### src/rtl/flow_ctrl_fsm_param.sv
`default_nettype none
// ============================================================================
// Module      : flow_ctrl_fsm_param
// Description : Flow-control FSM for N_CH egress FIFOs plus one ingress FIFO.
//               Per-channel pause with hysteresis, sticky error capture and
//               saturating per-FIFO overflow counters.
// Revision    : 1.0 - initial release
// ============================================================================
module flow_ctrl_fsm_param #(
    parameter int N_CH          = 4,
    parameter int CNT_W         = 4,
    parameter int PAUSE_ON_FULL = 0
) (
    input  logic                        clk,
    input  logic                        rst,
    input  logic                        enb,
    input  logic                        iniciar,
    input  logic                        clr_error,
    input  logic [N_CH:0]               almost_full,
    input  logic [N_CH:0]               full,
    input  logic [N_CH:0]               almost_empty,
    input  logic [N_CH:0]               empty,
    output logic                        idle,
    output logic [N_CH-1:0]             pausa,
    output logic [N_CH-1:0]             continuar,
    output logic [N_CH:0]               error_full,
    output logic [(N_CH+1)*CNT_W-1:0]   err_count,
    output logic [2:0]                  state
);

    localparam int               c_NF      = N_CH + 1;
    localparam int               c_CW      = c_NF * CNT_W;
    localparam logic [CNT_W-1:0] c_CNT_MAX = '1;
    localparam logic [CNT_W-1:0] c_CNT_ONE = 1;

    typedef enum logic [2:0] {
        ST_RESET  = 3'd0,
        ST_INIT   = 3'd1,
        ST_IDLE   = 3'd2,
        ST_ACTIVE = 3'd3,
        ST_ERROR  = 3'd4
    } state_t;

    state_t            r_state_q,     w_state_d;
    logic              r_idle_q,      w_idle_d;
    logic [N_CH-1:0]   r_pause_q,     w_pause_d;
    logic [N_CH-1:0]   r_go_q,        w_go_d;
    logic [N_CH:0]     r_err_full_q,  w_err_full_d;
    logic [c_CW-1:0]   r_cnt_q,       w_cnt_d;

    logic              w_any_full;
    logic              w_all_empty;
    logic              w_enter_err;
    logic              w_stay_active;
    logic [N_CH-1:0]   w_trig;
    logic              w_unused_flags;

    assign w_any_full  = |full;
    assign w_all_empty = &empty;

    // The ingress almost flags never influence pausing; almost_full is
    // entirely unused when pausing is keyed on the full flags.
    assign w_unused_flags = ^{almost_full, almost_empty[N_CH]};

    generate
        if (PAUSE_ON_FULL != 0) begin : g_trig_full
            assign w_trig = full[N_CH-1:0];
        end else begin : g_trig_afull
            assign w_trig = almost_full[N_CH-1:0];
        end
    endgenerate

    always_comb begin
        w_state_d = r_state_q;
        case (r_state_q)
            ST_RESET:  w_state_d = ST_INIT;
            ST_INIT:   if (iniciar) w_state_d = ST_IDLE;
            ST_IDLE,
            ST_ACTIVE: begin
                if (w_any_full)       w_state_d = ST_ERROR;
                else if (w_all_empty) w_state_d = ST_IDLE;
                else                  w_state_d = ST_ACTIVE;
            end
            ST_ERROR:  if (clr_error && !w_any_full) w_state_d = ST_IDLE;
            default:   w_state_d = ST_RESET;
        endcase
    end

    assign w_enter_err   = ((r_state_q == ST_IDLE) || (r_state_q == ST_ACTIVE)) && w_any_full;
    assign w_stay_active = (r_state_q == ST_ACTIVE) && (w_state_d == ST_ACTIVE);

    always_comb begin
        w_err_full_d = r_err_full_q;
        if (w_enter_err) begin
            w_err_full_d = full;
        end else if (r_state_q == ST_ERROR) begin
            w_err_full_d = (w_state_d == ST_ERROR) ? (r_err_full_q | full) : '0;
        end
    end

    // Set dominates clear; leaving ACTIVE (or entering it) starts from released.
    always_comb begin
        w_pause_d = '0;
        if (w_stay_active) begin
            w_pause_d = w_trig | (r_pause_q & ~almost_empty[N_CH-1:0]);
        end
        w_go_d   = (w_state_d == ST_ACTIVE) ? ~w_pause_d : '0;
        w_idle_d = (r_state_q == ST_IDLE) && w_all_empty;
    end

    generate
        for (genvar i = 0; i < c_NF; i++) begin : g_cnt
            logic [CNT_W-1:0] w_cur;
            assign w_cur = r_cnt_q[i*CNT_W +: CNT_W];
            assign w_cnt_d[i*CNT_W +: CNT_W] =
                (w_enter_err && full[i] && (w_cur != c_CNT_MAX)) ? (w_cur + c_CNT_ONE) : w_cur;
        end
    endgenerate

    always_ff @(posedge clk) begin
        if (rst) begin
            r_state_q    <= ST_RESET;
            r_idle_q     <= 1'b0;
            r_pause_q    <= '0;
            r_go_q       <= '0;
            r_err_full_q <= '0;
            r_cnt_q      <= '0;
        end else if (enb) begin
            r_state_q    <= w_state_d;
            r_idle_q     <= w_idle_d;
            r_pause_q    <= w_pause_d;
            r_go_q       <= w_go_d;
            r_err_full_q <= w_err_full_d;
            r_cnt_q      <= w_cnt_d;
        end
    end

    assign state      = r_state_q;
    assign idle       = r_idle_q;
    assign pausa      = r_pause_q;
    assign continuar  = r_go_q;
    assign error_full = r_err_full_q;
    assign err_count  = r_cnt_q;

endmodule
`default_nettype wire
### config.mk
export PLATFORM = sky130hd
export DESIGN_NAME = flow_ctrl_fsm_param
export DESIGN_NICKNAME = d
export VERILOG_FILES = /design/src/rtl/flow_ctrl_fsm_param.sv
export SDC_FILE = /design/constraint.sdc
export NUM_CORES = 1
export LEC_CHECK = 0
export CAP_MARGIN = 25
export CORE_MARGIN = 2
export CORE_UTILIZATION = 49
export CTS_BUF_LIST = sky130_fd_sc_hd__clkbuf_8
export DETAILED_ROUTE_END_ITERATION = 7
export MAX_ROUTING_LAYER = met4
export PLACE_DENSITY = 0.95
export SLEW_MARGIN = 10
export SYNTH_ARGS = -nofsm -noshare
export SYNTH_HDL_FRONTEND = slang
export SYNTH_SLANG_ARGS = --single-unit
### constraint.sdc
create_clock -name clk -period 3.8 [get_ports clk]
set_input_delay 0.76 -clock clk [delete_from_list [all_inputs] [get_ports clk]]
set_output_delay 0.76 -clock clk [all_outputs]
set_load 0.02 [all_outputs]
==> Word-level counts from Yosys, hierarchy flattened <==
Index checks and enable logic that the tools add are counted.
{ "totals": {"ff_bits": 37, "input_bits": 25} }
{ "classes": {"addsub": 5, "n_eq_ne": 11, "n_mux": 10, "n_bitwise": 5, "reduce_logical": 27} }
{ "ops": {"columns": ["operator", "count"], "rows": [
  ["$add 4x1->4 const B", 5],
  ["$ne 4x4->1 const B", 5],
  ["$mux 5", 3],
  ["$logic_and 1x1->1", 14],
  ["$pmux 3 s4", 1],
  ["$reduce_and 2->1", 6],
  ["$eq 3x2->1 const B", 3],
  ["$mux 3", 3],
  ["$mux 4", 2],
  ["$not 4->4", 2],
  ["$eq 3x3->1 const B", 2],
  ["$or 5x5->5", 1],
  ["$reduce_and 5->1", 1],
  ["$reduce_or 5->1", 1],
  ["$and 4x4->4", 1],
  ["$or 4x4->4", 1],
  ["$eq 3x1->1 const B", 1],
  ["$logic_not 3->1", 1],
  ["$reduce_bool 2->1", 1],
  ["$reduce_or 2->1", 1],
  ["$logic_not 1->1", 1],
  ["$logic_or 1x1->1", 1],
  ["$mux 1", 1]
]} }

==> Depth between registers and ports, before layout <==
Gate-level depths: netlist (run 1).
{ "depth": {"ltp_word": 10, "mapped_depth": 6, "ltp_nobuf": 5} }

==> Least setup slack after synthesis (run 1) <==
No wires, ideal clock.
{ "synth_path": {"path_kind": "input-to-reg", "from": "in full[1]", "to": "reg r_err_full_q[0] (netlist: error_full[0])", "setup_ns": 0.060, "t_arrival_ns": 2.123, "required_time_ns": 3.740, "setup_slack_ns": 1.617, "cell_stages": 5, "path_buffers": 1, "cell_sequence": "or4_1 > buf_2 > o21a_4 > a311oi_4 > a22o_1"} }
{ "synth_between": {"elab_chain_len": 9, "word_cells_on_any_way": 13, "classes_between": "1 x eq/ne; 6 x mux; 6 x reduce/logical"} }
{ "synth_rtl": {"columns": ["item", "line", "text"], "rows": [
  ["start: declaration", "20", "input logic [N_CH:0] full,"],
  ["$reduce_or 5->1 (*)", "58", "assign w_any_full = |full;"],
  ["$logic_not 1->1", "84", "ST_ERROR: if (clr_error && !w_any_full) w_state_d = ST_IDLE;"],
  ["$logic_and 1x1->1", "84", null],
  ["$mux 3", "84", null],
  ["$pmux 3 s4", "75", "case (r_state_q)"],
  ["$eq 3x3->1", "97", "w_err_full_d = (w_state_d == ST_ERROR) ? (r_err_full_q | full) : '0;"],
  ["$mux 5", "97", null],
  ["$mux 5", "96", "end else if (r_state_q == ST_ERROR) begin"],
  ["$mux 5", "94", "if (w_enter_err) begin"],
  ["end signal: assignment", "133", "r_err_full_q <= w_err_full_d;"],
  ["end: declaration", "48", "logic [N_CH:0] r_err_full_q, w_err_full_d;"]
]} }
Mark *: on every way between the ends. The rest lies on a longest branch, timed or not. The select of a mux whose other input is x is not followed.
A chain may end at the register's enable or synchronous reset.

==> Worst setup path in the final report (run 1) <==
{ "layout_path": {"from": "in full[1]", "to": "reg r_pause_q[3] (netlist: pausa[3])"} }
{ "layout_between": {"elab_chain_len": 8, "word_cells_on_any_way": 9, "classes_between": "1 x eq/ne; 4 x mux; 4 x reduce/logical"} }
{ "layout_rtl": {"columns": ["item", "line", "text"], "rows": [
  ["$reduce_or 5->1 (*)", "58", null],
  ["$logic_not 1->1", "84", null],
  ["$logic_and 1x1->1", "84", null],
  ["$mux 3", "84", null],
  ["$pmux 3 s4 (*)", "75", null],
  ["$eq 3x2->1 (*)", "90", "assign w_stay_active = (r_state_q == ST_ACTIVE) && (w_state_d == ST_ACTIVE);"],
  ["$logic_and 1x1->1 (*)", "90", null],
  ["$mux 4 (*)", "104", "if (w_stay_active) begin"],
  ["end signal: assignment", "131", "r_pause_q <= w_pause_d;"],
  ["end: declaration", "46", "logic [N_CH-1:0] r_pause_q, w_pause_d;"]
]} }
Mark *: on every way between the ends. The rest lies on a longest branch, timed or not.

==> results.toml, run 1 <==
[outcome]
outcome = "finished clean"

[clock_tree]
cts_sinks = 37
cts_resized = 0
cts_setup_buffers = 0
cts_tree = "done"
clock_path_buffers = 2
hold_buffers = 0
numCtsBuffers = 5
clk_pin_slew_ns = 0.07
cts_root_buffer = "clkbuf_8"
cts_max_level = 2
clock_latency_ns = 0.30

[routing]
drc = 0
drtPass1Iterations = 4
vias = 1586
drtIter0Drc = 165
postRouteAntennaNets = 0
wl_per_cell_um = 14.61
wl_um = 4193
via_per_inst = 5.526

[worst_setup_path]
cp.required_ns = 4.03
r2r_slack_ns = 1.97
arrival_ns = 2.83
cp_slowest_stage_delay_ns = 0.72
worstSetupStartpointType = "input pin"
ff2ff_path_depth = 4
cp_slowest_cell = "or4_1"
crit_type = "input pin to register"
r2r_start = "state[0]"
r2r-end = "error_full[2]"
crit_chain = "clkdlybuf4s50_1, or4_1, a211oi_4, o2111ai_1, a21oi_1"
critPathBufInv = 1
cp_max_fo = 9
crit_family = "compound AO/OA/AOI/OAI gates"
crit_path_end_kind = "register"

[timing]
finalSetupTns_ns = 0
slew_violations = 0
rsz0062_at_grt = "false"
tightest_slew_ns = 0.5867
period_minus_slack_ns = 2.600
fmax_mhz = 384.6
relSlewSlack = 0.6080
fin_crit_sh = 0.6843
finClkSkew_ns = 0.008685
setup_viol = 0
hold-worst-slack_ns = 0.4756
hold_violations = 0

[flow_run]
drv_cap = 0

[floorplan]
start_util = 0.5098
die_area_mm2 = 0.003930
dieHeight_um = 62.69
io_pins = 62
rows = 21
coreArea_mm2 = 0.003311
die_x_um = 62.69

[yosys]
ys.flop_type = "dfxtp_1"
ys_ff_latch = 37
synth_common_cells = "dfxtp_1, nor2_1, xor2_1"
mappedNetlistNets = 212
synth_edf_count = 0
synthTopCellsByArea = "dfxtp_1, xor2_1, nor2_1"
yosysWarnings = 0
synth_cells = 182
yosysSeqAreaShare = 0.4388
synth.most_common_cell = "dfxtp_1"
synth_async_sr_flop_share = 0
syn_avg_cell_area_um2 = 9.274
synth_top_area_frac = 0.4388
synth_cell_type_count = 33
yosys.area.top_type = "dfxtp_1"
syn_area_mm2 = 0.001688

[placed_design]
routabilityCongestion = 0.8144
place_area_mm2 = 0.002312
dp_hpwl_um = 2911
numPortBuffers = 59

[finish]
final_util = 0.7389
drive_gt1_frac = 0.05809
fin_area_mm2 = 0.002446
area_growth_pct = 44.92
antenna_cells = 0
finalNetCount = 270

[worst_hold_path]
min-delay-start = "pausa[3]"
hold_path_end = "pausa[3]"
hp-class = "register to register"
min_delay_path_depth = 2

[grt]
track_usage = 0.2315
grt_max_degree = 27
antenna_found_initial = 0
overflow = 0
first_global_vias = 1491
grt_pass1_wl_um = 6927

[power_and_ir_drop]
irDropWorstVdd_uv = 292.0
power_density_mw_per_mm2 = 355.9
p_leak_nw = 0.9263
## cell type report
cell class | count | area (um^2)
clock inverter | 3 | 65.06
multi-input combinational | 133 | 900.9
clock buffer | 5 | 68.82
inverter | 2 | 7.507
sequential | 37 | 740.7
tap | 46 | 57.56
fill | 266 | 864.6
timing repair buffer | 61 | 605.6
## layer usage
metal / wire [um] / track usage
met1: 1856 / 0.2734
met2: 2024 / 0.3642
met3: 220 / 0.06126
met4: 91 / 0.1167
met5: 0 / -
## worst min-delay path, stage by stage (launching register included)
cell     delay [ns]
dfxtp_1        0.32
nand2_1        0.06
a21oi_1        0.05
## cell families (layout without fill, tap and decap cells)
| group | after synthesis | in the layout | share of synthesized area |
|---|---|---|---|
| compound gates | 33 | 33 | 0.1623 |
| xor+xnor | 15 | 15 | 0.07784 |
| fa+ha+maj | 5 | 5 | 0.03706 |
| buf+inv | 12 | 71 | 0.02742 |
| flops | 37 | 37 | 0.4388 |
| mux | 5 | 5 | 0.02965 |
| simple gates | 75 | 75 | 0.2268 |
## report_power, final
group | switching, W | total [W] | internal, W
Sequential | 0.00000622 | 0.000397 | 0.000391
Clock | 0.000145 | 0.000406 | 0.000261
Combinational | 0.0000328 | 0.0000677 | 0.0000349
Total | 0.000184 | 0.000871 | 0.000687
## registers in the layout, summed over array words and instances (netlist names)
| register | flops |
|---|---|
| continuar | 4 |
| pausa | 4 |
| state | 3 |
| error_full | 5 |
| err_count | 20 |
| idle | 1 |
## per-stage QoR
stage | setup slack (ns) | power [W] | std cells
global route | 1.075 | 0.0009043 | 287
CTS | 1.223 | 0.0008753 | 287
finish | 1.200 | 0.0008706 | 287
detailed placement | 0.9145 | 0.0004731 | 279
floorplan | 1.617 | 0.0004334 | 182
global placement | 0.9513 | 0.0004717 | 279
## how the worst max path moves through the flow
stage | from | to | slack [ns] | cells after the start
floorplan | full[1] | error_full[0] | 1.62 | 5
finish | full[1] | pausa[3] | 1.20 | 5
CTS | full[1] | pausa[3] | 1.22 | 5
detailed placement | full[1] | pausa[3] | 0.91 | 5
global route | full[1] | pausa[3] | 1.07 | 5
global placement | full[1] | pausa[3] | 0.95 | 5
## cell usage in the layout, fill, tap and decap left out, types with 2 or more instances in the layout
master	n
nor2_1	27
xor2_1	15
o21ai_0	7
a21oi_1	5
dfxtp_1	37
clkbuf_8	5
mux2i_1	5
buf_4	2
ha_1	5
a32oi_1	5
nand2_1	7
a311oi_1	2
nor2b_1	6
a22o_1	5
bufinv_16	2
nand4_1	10
nand2b_1	2
nand3b_1	3
o2111ai_1	3
and3_1	5
nand3_1	10
clkdlybuf4s50_1	59
Power figures use the tool's default switching activity.
==> inputs of run 2 (changes only) <==
Settings changed: CORE_UTILIZATION 49 to 41, PLACE_DENSITY 0.95 to 0.87.
Clock period 3.8 ns to 2.2 ns, I/O delays scaled along.
==> run 2 against run 1 <==
Compared with the run above:
- via count shrank 2.7%
- final cell count grew 4.5%
- combinational power grew 88%
- non-clock buffer count grew 10
- register-to-register slack lost 1.6 ns
- clock skew grew 0.00073 ns
- wire length shrank 5.9%
- global-route usage shrank 4.1 points
- critical path depth is the same
- first-iteration DRC count shrank 62%
- worst hold slack gained 0.0033 ns
- utilization shrank 11 points
- critical path type unchanged
- largest cell class unchanged
- largest power group is now registers
- highest routed layer unchanged
==> results.toml, run 2 (synthesized netlist as in run 1, its figures left out) <==
[power_and_ir_drop]
power_density_mw_per_mm2 = 514.5
p_leak_nw = 0.9581
irDropWorstVdd_uv = 350.2

[worst_setup_path]
critPathBufInv = 1
crit_family = "compound AO/OA/AOI/OAI gates"
cp_max_fo = 6
cp_slowest_cell = "or4_4"
crit_chain = "clkdlybuf4s50_1, or4_4, o21a_4, a311oi_4, a22o_1"
ff2ff_path_depth = 4
crit_type = "input pin to register"
arrival_ns = 2.25
crit_cells = 5
worstSetupStartpointType = "input pin"
cp_slowest_stage_delay_ns = 0.61
crit_path_end_kind = "register"
cp.required_ns = 2.43

[finish]
antenna_cells = 0
fin_area_mm2 = 0.002482
drive_gt1_frac = 0.09200
final_util = 0.6251
regArea_um2 = 740.7
fillerInstances = 349
finalNetCount = 280
area_growth_pct = 47.07
multi_input_area_um2 = 904.6
largest_reg_flops = 20
final_common_cell = "clkdlybuf4s50_1"
final_cell_mix = "clkdlybuf4s50_1, dfxtp_1, nor2_1"

[grt]
antenna_found_initial = 0
track_usage = 0.1908
grt_max_degree = 17
grt_pass1_wl_um = 6354
first_global_vias = 1410
overflow = 0

[placed_design]
dp_hpwl_um = 2982
routabilityCongestion = 0.7291
dp_slack_ns = -0.2405
place_area_mm2 = 0.002392
numPortBuffers = 59

[floorplan]
rows = 23
die_area_mm2 = 0.004646
io_pins = 62
die_x_um = 68.16
coreArea_mm2 = 0.003971
dieHeight_um = 68.16
start_util = 0.4250

[routing]
drc = 0
wl_per_cell_um = 13.16
vias = 1543
via_per_inst = 5.143
wl_um = 3947
drtIter0Drc = 63
drtPass1Iterations = 4
postRouteAntennaNets = 0

[timing]
rsz0062_at_grt = "false"
relSlewSlack = 0.6311
finalWorstSetupSlack_ns = 0.1831
hold_violations = 0
fmax_mhz = 495.8
period_minus_slack_ns = 2.017
slew_violations = 0
setup_viol = 0
fin_crit_sh = 0.9168
finClkSkew_ns = 0.009416
tightest_slew_ns = 0.5521

[worst_hold_path]
min_delay_path_depth = 2
hp-class = "register to register"

[clock_tree]
cts_max_level = 2
cts_tree = "done"
clock_path_buffers = 2
cts_sinks = 37
clock_latency_ns = 0.29
cts_setup_buffers = 0
cts_root_buffer = "clkbuf_8"
numCtsBuffers = 5
clk_pin_slew_ns = 0.07

[flow_run]
drv_cap = 0

[outcome]
outcome = "finished clean"
## run 2: changes by cell type in the layout (fill, tap and decap cells not counted), sizes merged
cell,change
buf,+10
inv,+1
clkbuf,+1
clkinv,-1
bufinv,-2
## run 2: path summary, 6_finish.rpt
kind,start,end,slack (ns)
worst min-delay path,pausa[1],pausa[1],0.48
worst max-delay path,full[1],error_full[4],0.18
worst min register to register,pausa[1],pausa[1],0.48
worst max register to register,state[0],error_full[4],0.40
## run 2: worst register-to-register path, cell delays in order (launching register included)
cell and delay (ns):
dfxtp_1 0.45, nor3b_1 0.55, o21ai_0 0.21, a21oi_1 0.35, a22o_1 0.19
## run 2: area by class of cell
type                            instances  area share
Clock buffer                            6     0.03327
Tap cell                               50     0.02520
Sequential cell                        37      0.2984
Multi-Input combinational cell        133      0.3644
Timing Repair Buffer                   71      0.2742
Clock inverter                          1    0.001512
Inverter                                2    0.003024
## run 2: through the flow
stage	hold WS (ns)	TNS [ns]	power (W)	instances
floorplan	0.5486	0	0.0007485	182
global placement	0.4617	-1.870	0.0008263	293
detailed placement	0.4662	-1.908	0.0008282	293
global route	0.5048	0	0.001327	300
finish	0.4789	0	0.001277	300
CTS	0.4784	0	0.001291	300
## run 2: power breakdown
part / total (W) / switching, W / internal [W] / leakage (nW)
clock: 0.000463 / 0.000220 / 0.000244 / 0.0485
combinational: 0.000127 / 0.0000575 / 0.0000697 / 0.611
sequential: 0.000687 / 0.0000109 / 0.000676 / 0.298
## run 2: per-layer routing
metal / part of all wire / GRT usage
met3: 0.065 / 0.06908
met5: 0 / -
met1: 0.43 / 0.2269
met2: 0.49 / 0.3070
met4: 0.011 / 0.04750
## run 2: what timing repair did
item / in CTS / in global routing
gates resized for setup: 0 / 1
endpoints found under the setup margin: 0 / 2
hold buffers: 0 / 0
